## config.mk

```make
export PLATFORM = sky130hd
export DESIGN_NAME = uart_tx
export DESIGN_NICKNAME = d
export VERILOG_FILES = /design/src/rtl/uart_tx.sv
export SDC_FILE = /design/constraint.sdc
export NUM_CORES = 1
export LEC_CHECK = 0
export CAP_MARGIN = 30
export CELL_PAD_IN_SITES_DETAIL_PLACEMENT = 0
export CELL_PAD_IN_SITES_GLOBAL_PLACEMENT = 2
export CORE_MARGIN = 3
export CORE_UTILIZATION = 31
export DETAILED_ROUTE_END_ITERATION = 16
export PLACE_DENSITY = 0.81
export SYNTH_ARGS = -nofsm -noshare
export SYNTH_HDL_FRONTEND = slang
export SYNTH_SLANG_ARGS = --single-unit
```

## constraint.sdc

```tcl
create_clock -name i_clk -period 1.95 [get_ports i_clk]
set_clock_uncertainty 0.05 [all_clocks]
set_input_delay 0.585 -clock i_clk [delete_from_list [all_inputs] [get_ports i_clk]]
set_output_delay 0.585 -clock i_clk [all_outputs]
set_load 0.02 [all_outputs]
```

## src/rtl/uart_tx.sv

```systemverilog
// UART transmitter: serialises NB_DATA-bit words as start/data(LSB first)/stop frames
// timed by a shared 16x-oversampling baud tick.
module uart_tx #(
  parameter int NB_DATA = 8,
  parameter int SB_TICK = 16
) (
  input  logic               i_clk,
  input  logic               i_reset,
  input  logic               i_tick,
  input  logic               i_tx_start,
  input  logic [NB_DATA-1:0] i_data,
  output logic               o_tx,
  output logic               o_busy,
  output logic               o_tx_done
);

  localparam int TICK_SPAN = (SB_TICK > 16) ? SB_TICK : 16;
  localparam int TW        = $clog2(TICK_SPAN);
  localparam int BW        = (NB_DATA > 1) ? $clog2(NB_DATA) : 1;

  localparam logic [TW-1:0] BIT_END  = TW'(15);
  localparam logic [TW-1:0] STOP_END = TW'(SB_TICK - 1);
  localparam logic [BW-1:0] LAST_BIT = BW'(NB_DATA - 1);

  typedef enum logic [1:0] {IDLE, START, DATA, STOP} state_t;

  state_t             state, state_next;
  logic [TW-1:0]      tick_cnt, tick_next;
  logic [BW-1:0]      bit_cnt, bit_next;
  logic [NB_DATA-1:0] shreg, shreg_next;
  logic               tx_next, done_next;

  always_ff @(posedge i_clk) begin
    if (!i_reset) begin
      state     <= IDLE;
      tick_cnt  <= '0;
      bit_cnt   <= '0;
      shreg     <= '0;
      o_tx      <= 1'b1;
      o_tx_done <= 1'b0;
    end else begin
      state     <= state_next;
      tick_cnt  <= tick_next;
      bit_cnt   <= bit_next;
      shreg     <= shreg_next;
      o_tx      <= tx_next;
      o_tx_done <= done_next;
    end
  end

  always_comb begin
    state_next = state;
    tick_next  = tick_cnt;
    bit_next   = bit_cnt;
    shreg_next = shreg;
    done_next  = 1'b0;
    tx_next    = 1'b1;

    case (state)
      IDLE: begin
        if (i_tx_start) begin
          shreg_next = i_data;
          tick_next  = '0;
          state_next = START;
        end
      end
      START: begin
        if (i_tick) begin
          if (tick_cnt == BIT_END) begin
            tick_next  = '0;
            bit_next   = '0;
            state_next = DATA;
          end else begin
            tick_next = tick_cnt + 1'b1;
          end
        end
      end
      DATA: begin
        if (i_tick) begin
          if (tick_cnt == BIT_END) begin
            tick_next  = '0;
            shreg_next = shreg >> 1;
            if (bit_cnt == LAST_BIT) begin
              state_next = STOP;
            end else begin
              bit_next = bit_cnt + 1'b1;
            end
          end else begin
            tick_next = tick_cnt + 1'b1;
          end
        end
      end
      STOP: begin
        if (i_tick) begin
          if (tick_cnt == STOP_END) begin
            tick_next  = '0;
            state_next = IDLE;
            done_next  = 1'b1;
          end else begin
            tick_next = tick_cnt + 1'b1;
          end
        end
      end
      default: state_next = IDLE;
    endcase

    // Line level is registered, so it follows the state being entered.
    case (state_next)
      START:   tx_next = 1'b0;
      DATA:    tx_next = shreg_next[0];
      default: tx_next = 1'b1;
    endcase
  end

  assign o_busy = (state != IDLE);

endmodule

```

==> impl_metrics.tcl, run 1 <==
set metrics [dict create \
    place_ws_ps -212 \
    cap_viol_max_count 0 \
    critPathArrivalTime_ps 1240 \
    cts_setup_buffers 0 \
    clk_latency_ps 290 \
    synth_compound_area_share_pct 29.3 \
    port_buffers 14 \
    synth.distinct_cells 38 \
    path_class "reg -> out" \
    p_leak_nw 0.442 \
    place_congestion 0.768 \
    fp-row-count 19 \
    grt_usage_pct 12.5 \
    critical_path.slowest_cell "clkdlybuf4s50_1" \
    status "finished clean" \
    synth_xor_area_share_pct 0.936 \
    drt_wl_total_um 2050 \
    grt_pass1_vias 827 \
    ios 15 \
    avgSynthCellArea_um2 9.09 \
    tns_ps 0 \
    nFillCells 294 \
    setup-violations-final 0 \
    cts_tree "yes" \
    nets 144 \
    cellPowerDensity_nw_per_um2 597 \
    setup_ws_ps 79.7 \
    fin_crit_ps 1870 \
    cp_max_fo 1 \
    diodes 0 \
    tightest_slew_ps 390 \
    start_util_pct 33.4 \
    fmaxAchievable_mhz 535 \
    wl_per_cell_um 12.9 \
    route.detailed.drc 0 \
    drtIter0Drc 37 \
    vias_per_cell 5.26 \
    detail-route-antenna-nets 0 \
    yosysTopAreaCell "dfxtp_1" \
    fin_area_um2 1200 \
    syn_inst 103 \
    dr.pass1.iters 4 \
    hp-start "bit_cnt[1]$_SDFFE_PN0P_" \
    required_ps 1310 \
    htreeDepth 1 \
    dp_hpwl_um 1550 \
    synth_nets 118 \
    ys_ff_latch 19 \
    rsz0062_at_grt "false" \
    finalHoldViolations 0 \
    worst-path-buf-inv 1 \
    grt_max_degree 18 \
    gr-total-overflow 0 \
    synth_ff_type "dfxtp_1" \
    cp_cell_sequence "clkdlybuf4s50_1" \
    setup.worst_path.end_class "output port" \
    crit_family "buffers and inverters" \
    maxSlewViolCount 0 \
    hold_buffers 0 \
    synth_area_um2 936 \
    yosysSeqAreaShare_pct 40.6 \
    place_area_um2 1170 \
    cts_made_buffers 3 \
    critPathLaunchType "flop" \
    synth_top_area_share_pct 40.6 \
    timing.slew.headroom_pct 73.3 \
    drive_gt1_share_pct 20.3 \
    core_area_um2 2810 \
    grt_pass1_wl_um 3480 \
    r2r-start "bit_cnt[0]$_SDFFE_PN0P_" \
    dieArea_um2 3710 \
    clockBufferDepth 2 \
    netlist_top_cells_area "dfxtp_1 41%, a21oi_1 7.0%, a22oi_1 5.6%, o21ai_0 5.3%, ha_1 4.0%" \
    synth_fa_ha_area_share_pct 4.01 \
    clock-sinks 19 \
    fp.dieH_um 60.9 \
    grt_antenna_before_repair 0 \
    dieWidth_um 60.9 \
    period_share_pct 95.9 \
    synth_simple_gate_area_share_pct 18.6 \
    async_flop_share_pct 0 \
    hp-class "reg -> reg" \
    syn2layout_area_growth_pct 27.8 \
    ys_warn_count 0 \
    cts-root-buf "clkbuf_4" \
    synth_top_family_by_area "compound AO/OA/AOI/OAI gates" \
    vias 836 \
    synth_edf_count 0 \
    clk_pin_slew_ps 110 \
    max_stage_delay_ps 600 \
    cp-startpoint "o_tx$_SDFF_PN1_" \
    synthMuxAreaShare_pct 0 \
    irDropWorstVdd_uv 390 \
]
-- placed cells by master (no fill, tap or decap) --
cell type and count:
or2_2 1, nor2_1 5, nor3b_1 2, and4_2 1, nor3b_4 1, a21oi_2 1, and3_1 1, clkdlybuf4s50_1 13
o2111ai_1 2, clkinv_1 1, a22oi_1 7, clkbuf_1 1, or3_1 2, a221oi_2 1, xor2_1 1, and2b_1 1
a2111oi_0 1, buf_4 14, dlygate4sd2_1 1, o21ai_4 1, nor2b_1 1, a31oi_1 1, and3_2 1, nand2_1 6
nand3_1 1, inv_1 2, a21o_2 1, dfxtp_1 19, clkbuf_4 3, ha_1 3, a21oi_1 13, or3b_1 1
nand4_1 1, o21a_1 1, o21ai_0 10, a311oi_1 2, nor3_1 3, nor2b_2 1
-- what timing repair did --
action,CTS,global route
gates resized for setup,1,1
hold endpoints to repair,0,0
setup endpoints to repair,1,2
-- state kept, by name (all words and copies together), names as in the netlist --
register	count
shreg	8
state	2
bit_cnt	3
tick_cnt	4
o_tx_done	1
o_tx	1
-- logic make-up after synthesis --
| family | Yosys count |
|---|---|
| and+or+nand+nor | 29 |
| adders and majority gates | 3 |
| xor gates and xnor gates | 1 |
| AOI/OAI and AO/OA | 41 |
| buffers and inverters | 10 |
| DFF | 19 |
-- routing by layer --
metal	wire length [um]	up-vias	track usage, %
met4	11	0	3.10
met5	0	-	0
li1	-	433	-
met1	1050	388	15.9
met2	889	13	20.6
met3	90	2	4.04
-- path summary, 6_finish.rpt --
path                                                 to  cells past startpoint  slack [ps]
worst min-delay path            bit_cnt[1]$_SDFFE_PN0P_                      2         420
worst min register to register  bit_cnt[1]$_SDFFE_PN0P_                      2         420
worst max-delay path                               o_tx                      1          80
worst max register to register  bit_cnt[0]$_SDFFE_PN0P_                      6         220
-- layout make-up --
| type | count | area, um2 | share of cell area [%] |
|---|---|---|---|
| inverter | 3 | 11.3 | 0.941 |
| sequential | 19 | 380 | 31.8 |
| multi-input combinational | 74 | 495 | 41.4 |
| tap | 31 | 38.8 | 3.24 |
| timing repair buffer | 28 | 244 | 20.4 |
| clock buffer | 4 | 26.3 | 2.20 |
-- cell usage after synthesis (all sizes together), types with 3 or more instances --
master and number:
nor3 3, dfxtp 19, a21oi 14, buf 4, nand2 6, nor2 5
nor3b 3, o21ai 11, a22oi 7, ha 3
-- power by group --
group	total [mW]	internal (mW)	switching, mW
Sequential	0.408	0.402	0.00664
Clock	0.199	0.0796	0.120
Combinational	0.106	0.0559	0.0504
Total	0.714	0.537	0.177
-- metrics by stage --
| step | cells | power [mW] | util (%) | hold slack, ps |
|---|---|---|---|---|
| 6_report | 159 | 0.714 | 42.6 | 417 |
| 4_1_cts | 159 | 0.729 | 42.6 | 420 |
| 2_1_floorplan | 103 | 0.471 | - | 386 |
| 3_3_place_gp | 155 | 0.523 | 41.7 | 396 |
| 3_5_place_dp | 155 | 0.525 | 41.7 | 404 |
| 5_1_grt | 159 | 0.756 | 42.6 | 449 |
No activity file was read; power rests on OpenSTA's default activity.
==> run 2, diff against run 1 <==
Settings changed: CORE_UTILIZATION 31 to 33, CTS_BUF_LIST set to sky130_fd_sc_hd__clkbuf_8 sky130_fd_sc_hd__clkbuf_16, PLACE_DENSITY 0.81 to 0.85.
Clock period 1.95 ns to 2.3 ns, I/O delays scaled along.
==> run 2 against run 1 <==
Against the previous run: first-iteration DRC count decreased by 35%; sequential power shrank 15%; sequential cell count did not move; worst hold slack worse by 3.9 ps; critical path depth rose by 1; cell area fell by 0.94%; non-clock buffer count shrank 4; setup slack improved by 85 ps; via count is 2.3% lower.
==> impl_metrics.tcl, run 2 (same netlist as run 1, synthesis figures left out) <==
set metrics [dict create \
    post_cts_resized 0 \
    grt_max_degree 18 \
    regMostFlops "shreg" \
    cap_viol_max_count 0 \
    seqCellArea_um2 380 \
    maxSlewViolCount 0 \
    tightest_slew_ps 369 \
    gr-total-overflow 0 \
    required_ps 1560 \
    cp_max_fo 2 \
    dr.pass1.iters 4 \
    clk_latency_ps 260 \
    final_cell_mix "19 x dfxtp_1, 14 x clkdlybuf4s50_1, 13 x a21oi_1, 10 x o21ai_0, 10 x buf_4" \
    timing.slew.headroom_pct 74.8 \
    setup-violations-final 0 \
    critPathArrivalTime_ps 1400 \
    largest_register_ffs 8 \
    place_congestion 0.713 \
    ios 15 \
    clockBufferDepth 2 \
    reg_top3 "shreg (8), tick_cnt (4), bit_cnt (3)" \
    vias_per_cell 5.31 \
    nets 140 \
    hold_buffers 0 \
    hp-class "reg -> reg" \
    wl_per_cell_um 13.0 \
    multiInputGateArea_um2 494 \
    layout_commonest_cell "dfxtp_1" \
    route.detailed.drc 0 \
    htreeDepth 1 \
    path_class "reg -> out" \
    dieWidth_um 59.3 \
    detail-route-antenna-nets 0 \
    drtIter0Drc 24 \
    port_buffers 14 \
    fin_area_um2 1180 \
    dieArea_um2 3510 \
    drt_wl_total_um 2010 \
    clock-sinks 19 \
    cts-root-buf "clkbuf_8" \
    setup.worst_path.end_class "output port" \
    drive_gt1_share_pct 17.7 \
    cts_tree "yes" \
    rsz0062_at_grt "false" \
    grt_pass1_wl_um 3570 \
    status "finished clean" \
    critPathLaunchType "flop" \
    vias 817 \
    fp.dieH_um 59.3 \
    fp-row-count 18 \
    cts_setup_buffers 0 \
    post-route-util_pct 45.7 \
    clk_pin_slew_ps 70 \
    cellPowerDensity_nw_per_um2 565 \
    grt_antenna_before_repair 0 \
    fin_crit_ps 2140 \
    dp_hpwl_um 1430 \
    finalHoldViolations 0 \
    cts_made_buffers 3 \
    grt_pass1_vias 821 \
    p_leak_nw 0.431 \
    nFillCells 247 \
    fmaxAchievable_mhz 468 \
    irDropWorstVdd_uv 329 \
    totalPowerFinal_mw 0.669 \
    diodes 0 \
    grt_usage_pct 13.3 \
    core_area_um2 2590 \
    syn2layout_area_growth_pct 26.6 \
    period_share_pct 92.9 \
    start_util_pct 36.1 \
    place_area_um2 1140 \
]
[run 2: path summary, 6_finish.rpt]
kind | endpoint | depth (start not counted) | from | slack [ps]
worst max register to register | bit_cnt[0]$_SDFFE_PN0P_ | 6 | bit_cnt[0]$_SDFFE_PN0P_ | 550
worst max-delay path | o_busy | 2 | state[1]$_SDFF_PN0_ | 160
worst min register to register | bit_cnt[1]$_SDFFE_PN0P_ | 2 | bit_cnt[1]$_SDFFE_PN0P_ | 410
worst min-delay path | bit_cnt[1]$_SDFFE_PN0P_ | 2 | bit_cnt[1]$_SDFFE_PN0P_ | 410
[run 2: through the flow]
stage          setup WS, ps  setup TNS (ps)  hold slack [ps]  std cells
6_report                164               0              413        154
4_1_cts                 149               0              418        154
3_3_place_gp           31.3               0              401        150
3_5_place_dp          -18.9           -18.9              407        150
5_1_grt                47.6               0              443        154
2_1_floorplan           611               0              386        103
[run 2: layout make-up]
class	count	area share, %
multi-input cells	74	41.7
flip-flops and latches	19	32.1
repair buffers	24	18.2
clock buffers	3	3.48
well taps	30	3.17
inverters	3	0.950
clock inverters	1	0.422
[run 2: layer usage]
metal  track usage (%)  vias up  part of all wire (%)
met1              17.6      376                    49
met2              20.3       11                    46
met4              6.80        0                   2.2
met3              2.61        5                   3.1
li1                  -      425                     -
met5                 0        -                     0
[run 2: power breakdown]
part / switching [mW] / internal, mW
registers: 0.00565 / 0.340
clock network: 0.115 / 0.121
logic: 0.0420 / 0.0458
[run 2: critical path: stages (launching register included)]
cell	delay, ps
dfxtp_1	310
or2_2	290
clkdlybuf4s50_1	540
